--- config.mk ---
export PLATFORM = sky130hd
export DESIGN_NAME = riscv_run_controller_flat
export DESIGN_NICKNAME = d
export VERILOG_FILES = /design/src/rtl/riscv_run_controller_if.sv /design/src/rtl/riscv_run_controller.sv /design/src/flat_wrapper.sv
export SDC_FILE = /design/constraint.sdc
export NUM_CORES = 1
export LEC_CHECK = 0
export CAP_MARGIN = 15
export CORE_UTILIZATION = 48
export DETAILED_ROUTE_END_ITERATION = 10
export PLACE_DENSITY = 0.83
export SYNTH_ARGS = -nofsm -noshare
export SYNTH_HDL_FRONTEND = slang
export SYNTH_SLANG_ARGS = --single-unit
--- constraint.sdc ---
create_clock -name i_clock -period 2.91 [get_ports i_clock]
set_clock_uncertainty 0.05 [all_clocks]
set_input_delay 0.7275 -clock i_clock [delete_from_list [all_inputs] [get_ports i_clock]]
set_output_delay 0.7275 -clock i_clock [all_outputs]
set_load 0.03 [all_outputs]
--- src/rtl/riscv_run_controller_if.sv ---
// Host/IMEM/core-control bundle for the run sequencer.
// slave = controller side, master = host/bench side.
interface riscv_run_controller_if #(
  parameter int ADDR_W = 8,
  parameter int DATA_W = 32,
  parameter int CNT_W  = 32
);
  logic              start;
  logic [ADDR_W-1:0] prog_len;
  logic              host_valid;
  logic [DATA_W-1:0] host_data;
  logic              host_ready;
  logic              imem_we;
  logic [ADDR_W-1:0] imem_addr;
  logic [DATA_W-1:0] imem_wdata;
  logic              core_rst;
  logic              core_finish;
  logic [CNT_W-1:0]  cycle_count;
  logic              busy;
  logic              done;
  logic              timeout;

  modport slave (
    input  start, prog_len, host_valid, host_data, core_finish,
    output host_ready, imem_we, imem_addr, imem_wdata, core_rst,
           cycle_count, busy, done, timeout
  );

  modport master (
    output start, prog_len, host_valid, host_data, core_finish,
    input  host_ready, imem_we, imem_addr, imem_wdata, core_rst,
           cycle_count, busy, done, timeout
  );
endinterface

--- src/rtl/riscv_run_controller.sv ---
// Loads a program into IMEM with the core held in reset, then runs it and counts cycles.
// IMEM write lands 1 cycle after each host handshake; the host is stalled only outside LOAD.
module riscv_run_controller #(
  parameter int ADDR_W     = 8,
  parameter int DATA_W     = 32,
  parameter int CNT_W      = 32,
  parameter int MAX_CYCLES = 1000
) (
  input  logic                   i_clock,
  input  logic                   i_rst,
  riscv_run_controller_if.slave  bus
);

  typedef enum logic [2:0] {
    S_IDLE,
    S_LOAD,
    S_RELEASE,
    S_RUN,
    S_DONE
  } state_t;

  localparam logic [CNT_W-1:0] BUDGET    = CNT_W'(MAX_CYCLES);
  localparam logic [CNT_W-1:0] BUDGET_M1 = CNT_W'(MAX_CYCLES - 1);

  state_t            r_state;
  logic [ADDR_W-1:0] r_len;
  logic [ADDR_W-1:0] r_idx;
  logic              r_imem_we;
  logic [ADDR_W-1:0] r_imem_addr;
  logic [DATA_W-1:0] r_imem_wdata;
  logic              r_core_rst;
  logic [CNT_W-1:0]  r_cycle_count;
  logic              r_done;
  logic              r_timeout;

  logic w_host_ready;
  logic w_busy;
  logic w_handshake;
  logic w_last_word;

  assign w_host_ready = (r_state == S_LOAD);
  assign w_busy       = (r_state == S_LOAD) || (r_state == S_RELEASE) || (r_state == S_RUN);
  assign w_handshake  = bus.host_valid && w_host_ready;
  assign w_last_word  = (r_idx == (r_len - ADDR_W'(1)));

  always_ff @(posedge i_clock) begin
    if (i_rst) begin
      r_state       <= S_IDLE;
      r_len         <= '0;
      r_idx         <= '0;
      r_imem_we     <= 1'b0;
      r_imem_addr   <= '0;
      r_imem_wdata  <= '0;
      r_core_rst    <= 1'b1;
      r_cycle_count <= '0;
      r_done        <= 1'b0;
      r_timeout     <= 1'b0;
    end else begin
      // Write strobe is a single-cycle pulse per accepted word.
      r_imem_we <= 1'b0;
      case (r_state)
        S_IDLE, S_DONE: begin
          r_core_rst <= 1'b1;
          if (bus.start) begin
            r_len         <= bus.prog_len;
            r_idx         <= '0;
            r_cycle_count <= '0;
            r_done        <= 1'b0;
            r_timeout     <= 1'b0;
            r_state       <= (bus.prog_len != '0) ? S_LOAD : S_RELEASE;
          end
        end
        S_LOAD: begin
          r_core_rst <= 1'b1;
          if (w_handshake) begin
            r_imem_we    <= 1'b1;
            r_imem_addr  <= r_idx;
            r_imem_wdata <= bus.host_data;
            r_idx        <= r_idx + ADDR_W'(1);
            if (w_last_word) begin
              r_state <= S_RELEASE;
            end
          end
        end
        S_RELEASE: begin
          // Last IMEM write completes here; core leaves reset on the next edge.
          r_core_rst <= 1'b0;
          r_state    <= S_RUN;
        end
        S_RUN: begin
          if (bus.core_finish) begin
            r_done     <= 1'b1;
            r_timeout  <= 1'b0;
            r_core_rst <= 1'b1;
            r_state    <= S_DONE;
          end else if (r_cycle_count == BUDGET_M1) begin
            r_cycle_count <= BUDGET;
            r_done        <= 1'b1;
            r_timeout     <= 1'b1;
            r_core_rst    <= 1'b1;
            r_state       <= S_DONE;
          end else begin
            r_core_rst    <= 1'b0;
            r_cycle_count <= r_cycle_count + CNT_W'(1);
          end
        end
        default: begin
          r_core_rst <= 1'b1;
          r_state    <= S_IDLE;
        end
      endcase
    end
  end

  assign bus.host_ready  = w_host_ready;
  assign bus.busy        = w_busy;
  assign bus.imem_we     = r_imem_we;
  assign bus.imem_addr   = r_imem_addr;
  assign bus.imem_wdata  = r_imem_wdata;
  assign bus.core_rst    = r_core_rst;
  assign bus.cycle_count = r_cycle_count;
  assign bus.done        = r_done;
  assign bus.timeout     = r_timeout;

endmodule

--- src/flat_wrapper.sv ---
// flat-port wrapper written by rule: the top's interface ports become plain ports
module riscv_run_controller_flat 
#(
  parameter int ADDR_W     = 8,
  parameter int DATA_W     = 32,
  parameter int CNT_W      = 32,
  parameter int MAX_CYCLES = 1000
)
  (i_clock, i_rst, bus_start, bus_prog_len, bus_host_valid, bus_host_data, bus_core_finish, bus_host_ready, bus_imem_we, bus_imem_addr, bus_imem_wdata, bus_core_rst, bus_cycle_count, bus_busy, bus_done, bus_timeout);
  riscv_run_controller_if #(.ADDR_W(ADDR_W), .DATA_W(DATA_W), .CNT_W(CNT_W)) bus_i ();
  input  logic i_clock;
  input  logic i_rst;
  input wire logic [$bits(bus_i.start)-1:0] bus_start;
  input wire logic [$bits(bus_i.prog_len)-1:0] bus_prog_len;
  input wire logic [$bits(bus_i.host_valid)-1:0] bus_host_valid;
  input wire logic [$bits(bus_i.host_data)-1:0] bus_host_data;
  input wire logic [$bits(bus_i.core_finish)-1:0] bus_core_finish;
  output wire logic [$bits(bus_i.host_ready)-1:0] bus_host_ready;
  output wire logic [$bits(bus_i.imem_we)-1:0] bus_imem_we;
  output wire logic [$bits(bus_i.imem_addr)-1:0] bus_imem_addr;
  output wire logic [$bits(bus_i.imem_wdata)-1:0] bus_imem_wdata;
  output wire logic [$bits(bus_i.core_rst)-1:0] bus_core_rst;
  output wire logic [$bits(bus_i.cycle_count)-1:0] bus_cycle_count;
  output wire logic [$bits(bus_i.busy)-1:0] bus_busy;
  output wire logic [$bits(bus_i.done)-1:0] bus_done;
  output wire logic [$bits(bus_i.timeout)-1:0] bus_timeout;
  assign bus_i.start = bus_start;
  assign bus_i.prog_len = bus_prog_len;
  assign bus_i.host_valid = bus_host_valid;
  assign bus_i.host_data = bus_host_data;
  assign bus_i.core_finish = bus_core_finish;
  assign bus_host_ready = bus_i.host_ready;
  assign bus_imem_we = bus_i.imem_we;
  assign bus_imem_addr = bus_i.imem_addr;
  assign bus_imem_wdata = bus_i.imem_wdata;
  assign bus_core_rst = bus_i.core_rst;
  assign bus_cycle_count = bus_i.cycle_count;
  assign bus_busy = bus_i.busy;
  assign bus_done = bus_i.done;
  assign bus_timeout = bus_i.timeout;
  riscv_run_controller #(.ADDR_W(ADDR_W), .DATA_W(DATA_W), .CNT_W(CNT_W), .MAX_CYCLES(MAX_CYCLES)) u_core (.i_clock(i_clock), .i_rst(i_rst), .bus(bus_i));
endmodule
# Yosys cells after proc, flatten, opt, wreduce, memory -nomap -nowiden

Index checks and enable logic that the tools add are counted.

Bits in writable memories: 0
Bits in read-only memories: 0
Output and inout bits: 78
Flip-flop bits (word level): 95
Logic and storage cells: 64
Memories: 0
Input port bits: 45
Latch bits: 0

Reductions and logical operators: 15
Divide/modulo/power cells: 0
Eq/ne operators: 11
Add/subtract/negate cells: 3
Order comparisons: 0
Bitwise gates (word level): 1
Shifts and indexed selects: 0
Mux-type cells: 24
Multiply operators: 0

Operators with widths:

| operator              | number |
|---|---|
| $mux 32               | 3 |
| $pmux 32 s2           | 1 |
| $add 32x1->32 const B | 1 |
| $eq 32x10->1 const B  | 1 |
| $mux 8                | 2 |
| $pmux 8 s2            | 1 |
| $mux 3                | 5 |
| $pmux 3 s4            | 1 |
| $reduce_and 3->1      | 3 |
| $add 8x1->8 const B   | 1 |
| $eq 8x8->1            | 1 |
| $ne 2x2->1 const B    | 4 |
| $reduce_bool 8->1     | 1 |
| $sub 8x1->8 const B   | 1 |
| $mux 1                | 7 |
| $eq 3x2->1 const B    | 2 |
| $pmux 1 s2            | 3 |
| $reduce_and 2->1      | 2 |
| $reduce_and 4->1      | 1 |
| $reduce_bool 2->1     | 2 |
| $reduce_or 2->1       | 2 |
| $eq 3x1->1 const B    | 1 |
| $eq 3x3->1 const B    | 1 |
| $logic_not 3->1       | 1 |
| 5 further kinds       | 6 |

# Logic depth before layout (Yosys ltp)

Depth in word-level cells: 5
Depth in mapped cells: 9
Mapped depth without buffers: 7

# Worst setup path before layout

No wires, ideal clock.

Path kind: register -> register
From: reg u_core.r_cycle_count[0], in the netlist u_core.bus.cycle_count[0]
To: reg u_core.r_cycle_count[10], in the netlist u_core.bus.cycle_count[10]
Period minus slack after synthesis: 2442 ps
Slack: 468 ps
Stages on the path, launching flop included: 8
Path buffers: 1
Arrival time: 2264 ps
Cell sequence: dfxtp_1 ha_1 nor4b_1 and4_1 a21boi_1 o21ai_1 clkbuf_1 nor2_1

Word-level cells in the longest chain between the ends: 4
Elaborated cells between the ends (all ways): 5
Classes of those cells: add/sub: 1; eq/ne: 1; mux: 3

Ends and longest elaborated chain:

| what                                                 | RTL line                                                | RTL |
|---|---|---|
| start: declaration                                   | riscv_run_controller.sv:32                              | `logic [CNT_W-1:0] r_cycle_count;` |
| start signal: assignment                             | riscv_run_controller.sv:104                             | `r_cycle_count <= r_cycle_count + CNT_W'(1);` |
| $add 32x1->32 / $eq 32x10->1 (equally long branches) | riscv_run_controller.sv:104, riscv_run_controller.sv:96 |  |
| $mux 32 *                                            | riscv_run_controller.sv:96                              | `end else if (r_cycle_count == BUDGET_M1) begin` |
| $mux 32 *                                            | riscv_run_controller.sv:91                              | `if (bus.core_finish) begin` |
| $pmux 32 s2 *                                        | riscv_run_controller.sv:61                              | `case (r_state)` |

Mark *: on every way between the ends. The rest lies on a longest branch, timed or not. The select of a mux whose other input is x is not followed.
A chain may end at the register's enable or synchronous reset.

# Worst setup path after layout

From: reg u_core.r_state[0]
To: out bus_host_ready

Word-level cells in the longest chain between the ends: 1

Ends and longest elaborated chain:

| what                     | RTL line                   | RTL |
|---|---|---|
| start: declaration       | riscv_run_controller.sv:25 | `state_t r_state;` |
| start signal: assignment | riscv_run_controller.sv:70 | `r_state <= (bus.prog_len != '0) ? S_LOAD : S_RELEASE;` |
| $eq 3x1->1               | riscv_run_controller.sv:41 | `assign w_host_ready = (r_state == S_LOAD);` |
| end: declaration         | flat_wrapper.sv:18         | `output wire logic [$bits(bus_i.host_ready)-1:0] bus_host_ready;` |

Every way passes these cells.

==> flow_metrics.env <==
export IMPL_status="completed"
export IMPL_grt_total_usage_pct=24.46
export IMPL_num_rows=34
export IMPL_critPathSlowestCell="clkdlybuf4s50_1"
export IMPL_end_kind="output pin"
export IMPL_clk_path_buf_depth=2
export IMPL_r2r_start="u_core.bus.cycle_count[1]$_SDFFE_PP0P_"
export IMPL_cp_num_buf_inv=1
export IMPL_cts_max_level=3
export IMPL_arrival_ns=1.97
export IMPL_path_delay_family="buffers and inverters"
export IMPL_layoutNonFillerInstCount=777
export IMPL_ys_types=55
export IMPL_place_area_um2=5694
export IMPL_cp_max_fo=13
export IMPL_dieArea_um2=9432
export IMPL_boundaryPins=123
export IMPL_setup_viol=0
export IMPL_synthXorXnorAreaFrac_pct=5.848
export IMPL_grt_overflow_total=0
export IMPL_crit_path_start="u_core.r_state[0]$_SDFFE_PP0P_"
export IMPL_yosysMostFrequentCell="nand2_1"
export IMPL_synth_edff_count=0
export IMPL_cts_setup_buffers=0
export IMPL_maxCapViolCount=0
export IMPL_synth_commonest_cells="nand2_1, dfxtp_1, a21oi_1, nor2_1, clkbuf_1"
export IMPL_post_route_min_period_ns=2.752
export IMPL_clock_latency_ns=0.35
export IMPL_ys_warn_count=0
export IMPL_rsz0062_at_grt="false"
export IMPL_cts_sink_count=95
export IMPL_antenna_left=0
export IMPL_vias_per_cell=5.616
export IMPL_start_kind="flop"
export IMPL_slew_viol_final=0
export IMPL_ys_ff_latch=95
export IMPL_place_ws_ns=-0.04795
export IMPL_ys_flop_type="dfxtp_1"
export IMPL_grt_pass1_vias=4040
export IMPL_num_vias=4364
export IMPL_totalWireLength_um=11610
export IMPL_synth_top_family_by_area="simple AND/OR/NAND/NOR gates"
export IMPL_synthAdderAreaFrac_pct=0.8643
export IMPL_synth_top_area_share_pct=43.79
export IMPL_regArea_um2=1902
export IMPL_syn2layout_area_growth_pct=35.93
export IMPL_cts_tree="built"
export IMPL_synth_compound_area_share_pct=15.85
export IMPL_dp_cells=761
export IMPL_grt_max_degree=43
export IMPL_syn_avg_cell_area_um2=7.853
export IMPL_fillers=707
export IMPL_root_buffer="clkbuf_8"
export IMPL_die_h_um=97.12
export IMPL_irDropWorstVdd_mv=0.4468
export IMPL_antenna_found_initial=0
export IMPL_portBuffers=122
export IMPL_cts_clk_slew_worst_paths_ns=0.08
export IMPL_stdcell_area_um2=5903
export IMPL_dp_hpwl_um=8441
export IMPL_fp_dieW_um=97.12
export IMPL_syn_inst=553
export IMPL_crit_type="reg2out"
export IMPL_numCtsBuffers=9
export IMPL_dr_pass1_iters=5
export IMPL_syn_nets=601
export IMPL_tightest_slew_ns=1.134
export IMPL_max_slew_margin_pct=24.13
export IMPL_muxShareOfSynthArea_pct=0.2593
export IMPL_hold_violations=0
export IMPL_p_per_area_nw_per_um2=600.5
export IMPL_synth_area_um2=4343
export IMPL_synth_top_cell_by_area="dfxtp_1"
export IMPL_gp_congestion=0.9320
export IMPL_synthTopCellsByArea="dfxtp_1, nand2_1, a21oi_1"
export IMPL_path_cells="nand2b_1, nor2_1, clkdlybuf4s50_1"
export IMPL_cpPeakStageDelay_ns=0.73
export IMPL_final_nets=712
export IMPL_synthArstFlopShare_pct=0
export IMPL_drtIter0Drc=281
export IMPL_cts_resized_gates=0
export IMPL_hold_start="u_core.bus.imem_wdata[2]$_SDFFE_PP0P_"
export IMPL_yosysSeqAreaShare_pct=43.79
export IMPL_drc=0
export IMPL_timing_final_crit_share_pct=94.58
export IMPL_post_drt_wl_per_cell_um=14.95
export IMPL_cp_required_ns=2.13
export IMPL_cts_hold_buf=0
export IMPL_synth_simple_area_share_pct=29.62
export IMPL_hold_path_class="reg2reg"
export IMPL_start_util_pct=49.80
export IMPL_grt_pass1_wl_um=19130
export IMPL_setup_ws_ns=0.1576
export IMPL_multi_input_area_um2=2297
export IMPL_fmax_ghz=0.3633
export IMPL_core_region_area_um2=8721
export IMPL_power_leakage_nw=1.966
export IMPL_num_antenna_cells=0
export IMPL_drive_above_1_share_pct=5.381
## cells by family (layout without fill, tap and decap cells)
logic type / count (synthesis) / in the layout
XOR/XNOR: 29 / 29
adder cells (fa/ha/maj): 3 / 3
AO/OA/AOI/OAI: 116 / 116
multiplexers: 1 / 1
flip-flops: 95 / 95
AND/OR/NAND/NOR: 266 / 266
buffers and inverters: 43 / 159
## per-stage QoR
step	utilization [%]	total power [W]	hold WS, ns	setup TNS, ns
floorplan	-	0.002225	0.3978	0
global placement	65.29	0.002636	0.3905	-0.01226
detailed placement	65.29	0.002673	0.3969	-0.3224
CTS	67.69	0.003564	0.4072	0
global route	67.69	0.003727	0.4273	0
finish	67.69	0.003545	0.4060	0
## worst paths after layout
kind	slack (ns)	cells after the start	end
setup / recovery	0.16	3	bus_host_ready
hold / removal	0.41	2	u_core.bus.imem_wdata[2]$_SDFFE_PP0P_
setup reg to reg	0.53	6	u_core.bus.cycle_count[8]$_SDFFE_PP0P_
hold reg to reg	0.41	2	u_core.bus.imem_wdata[2]$_SDFFE_PP0P_
## placed cells by master, fill, tap and decap left out, types with 6 or more instances in the layout
cell type          n
nand2_1          121
clkdlybuf4s50_1  121
dfxtp_1           95
a21oi_1           67
nor2_1            43
nand3_1           22
xnor2_1           15
nand4_1           14
xor2_1            14
o21ai_0           14
buf_4             13
nor3_1            12
nor4_1            11
clkbuf_8          11
inv_1              7
and4_1             7
nand2b_1           6
## power by group
group	internal, W	switching, W	total, W
registers	0.00141	0.000106	0.00151
clock network	0.000446	0.000450	0.000896
logic	0.000464	0.000672	0.00114
## area by class of cell
| type | count | share of cell area (%) |
|---|---|---|
| clock buffers | 12 | 2.628 |
| clock inverters | 4 | 0.9114 |
| inverters | 7 | 0.4451 |
| multi-input cells | 415 | 38.91 |
| flip-flops and latches | 95 | 32.22 |
| well taps | 108 | 2.289 |
| repair buffers | 136 | 22.59 |
## worst min-delay path, delay by kind of cell (launching register included)
kind	cells	cell delay (ns)
flip-flops	1	0.31
AND/OR/NAND/NOR	1	0.05
AO/OA/AOI/OAI	1	0.05
## layer usage
metal  vias to the layer above  global-route usage (%)  wire [um]
met1                      2069                   30.13       4961
met2                       121                   42.58       5914
met4                         0                   7.463        163
met3                        15                   5.324        574
li1                       2159                       -          -
met5                         -                       0          0
## state kept, by name (all words and copies together), names as in the netlist
signal	count
u_core.bus.imem_wdata	32
u_core.bus.done	1
u_core.bus.timeout	1
u_core.r_idx	8
u_core.bus.imem_addr	8
u_core.bus.core_rst	1
u_core.bus.imem_we	1
u_core.bus.cycle_count	32
u_core.r_state	3
u_core.r_len	8
No activity file was read; power rests on OpenSTA's default activity.
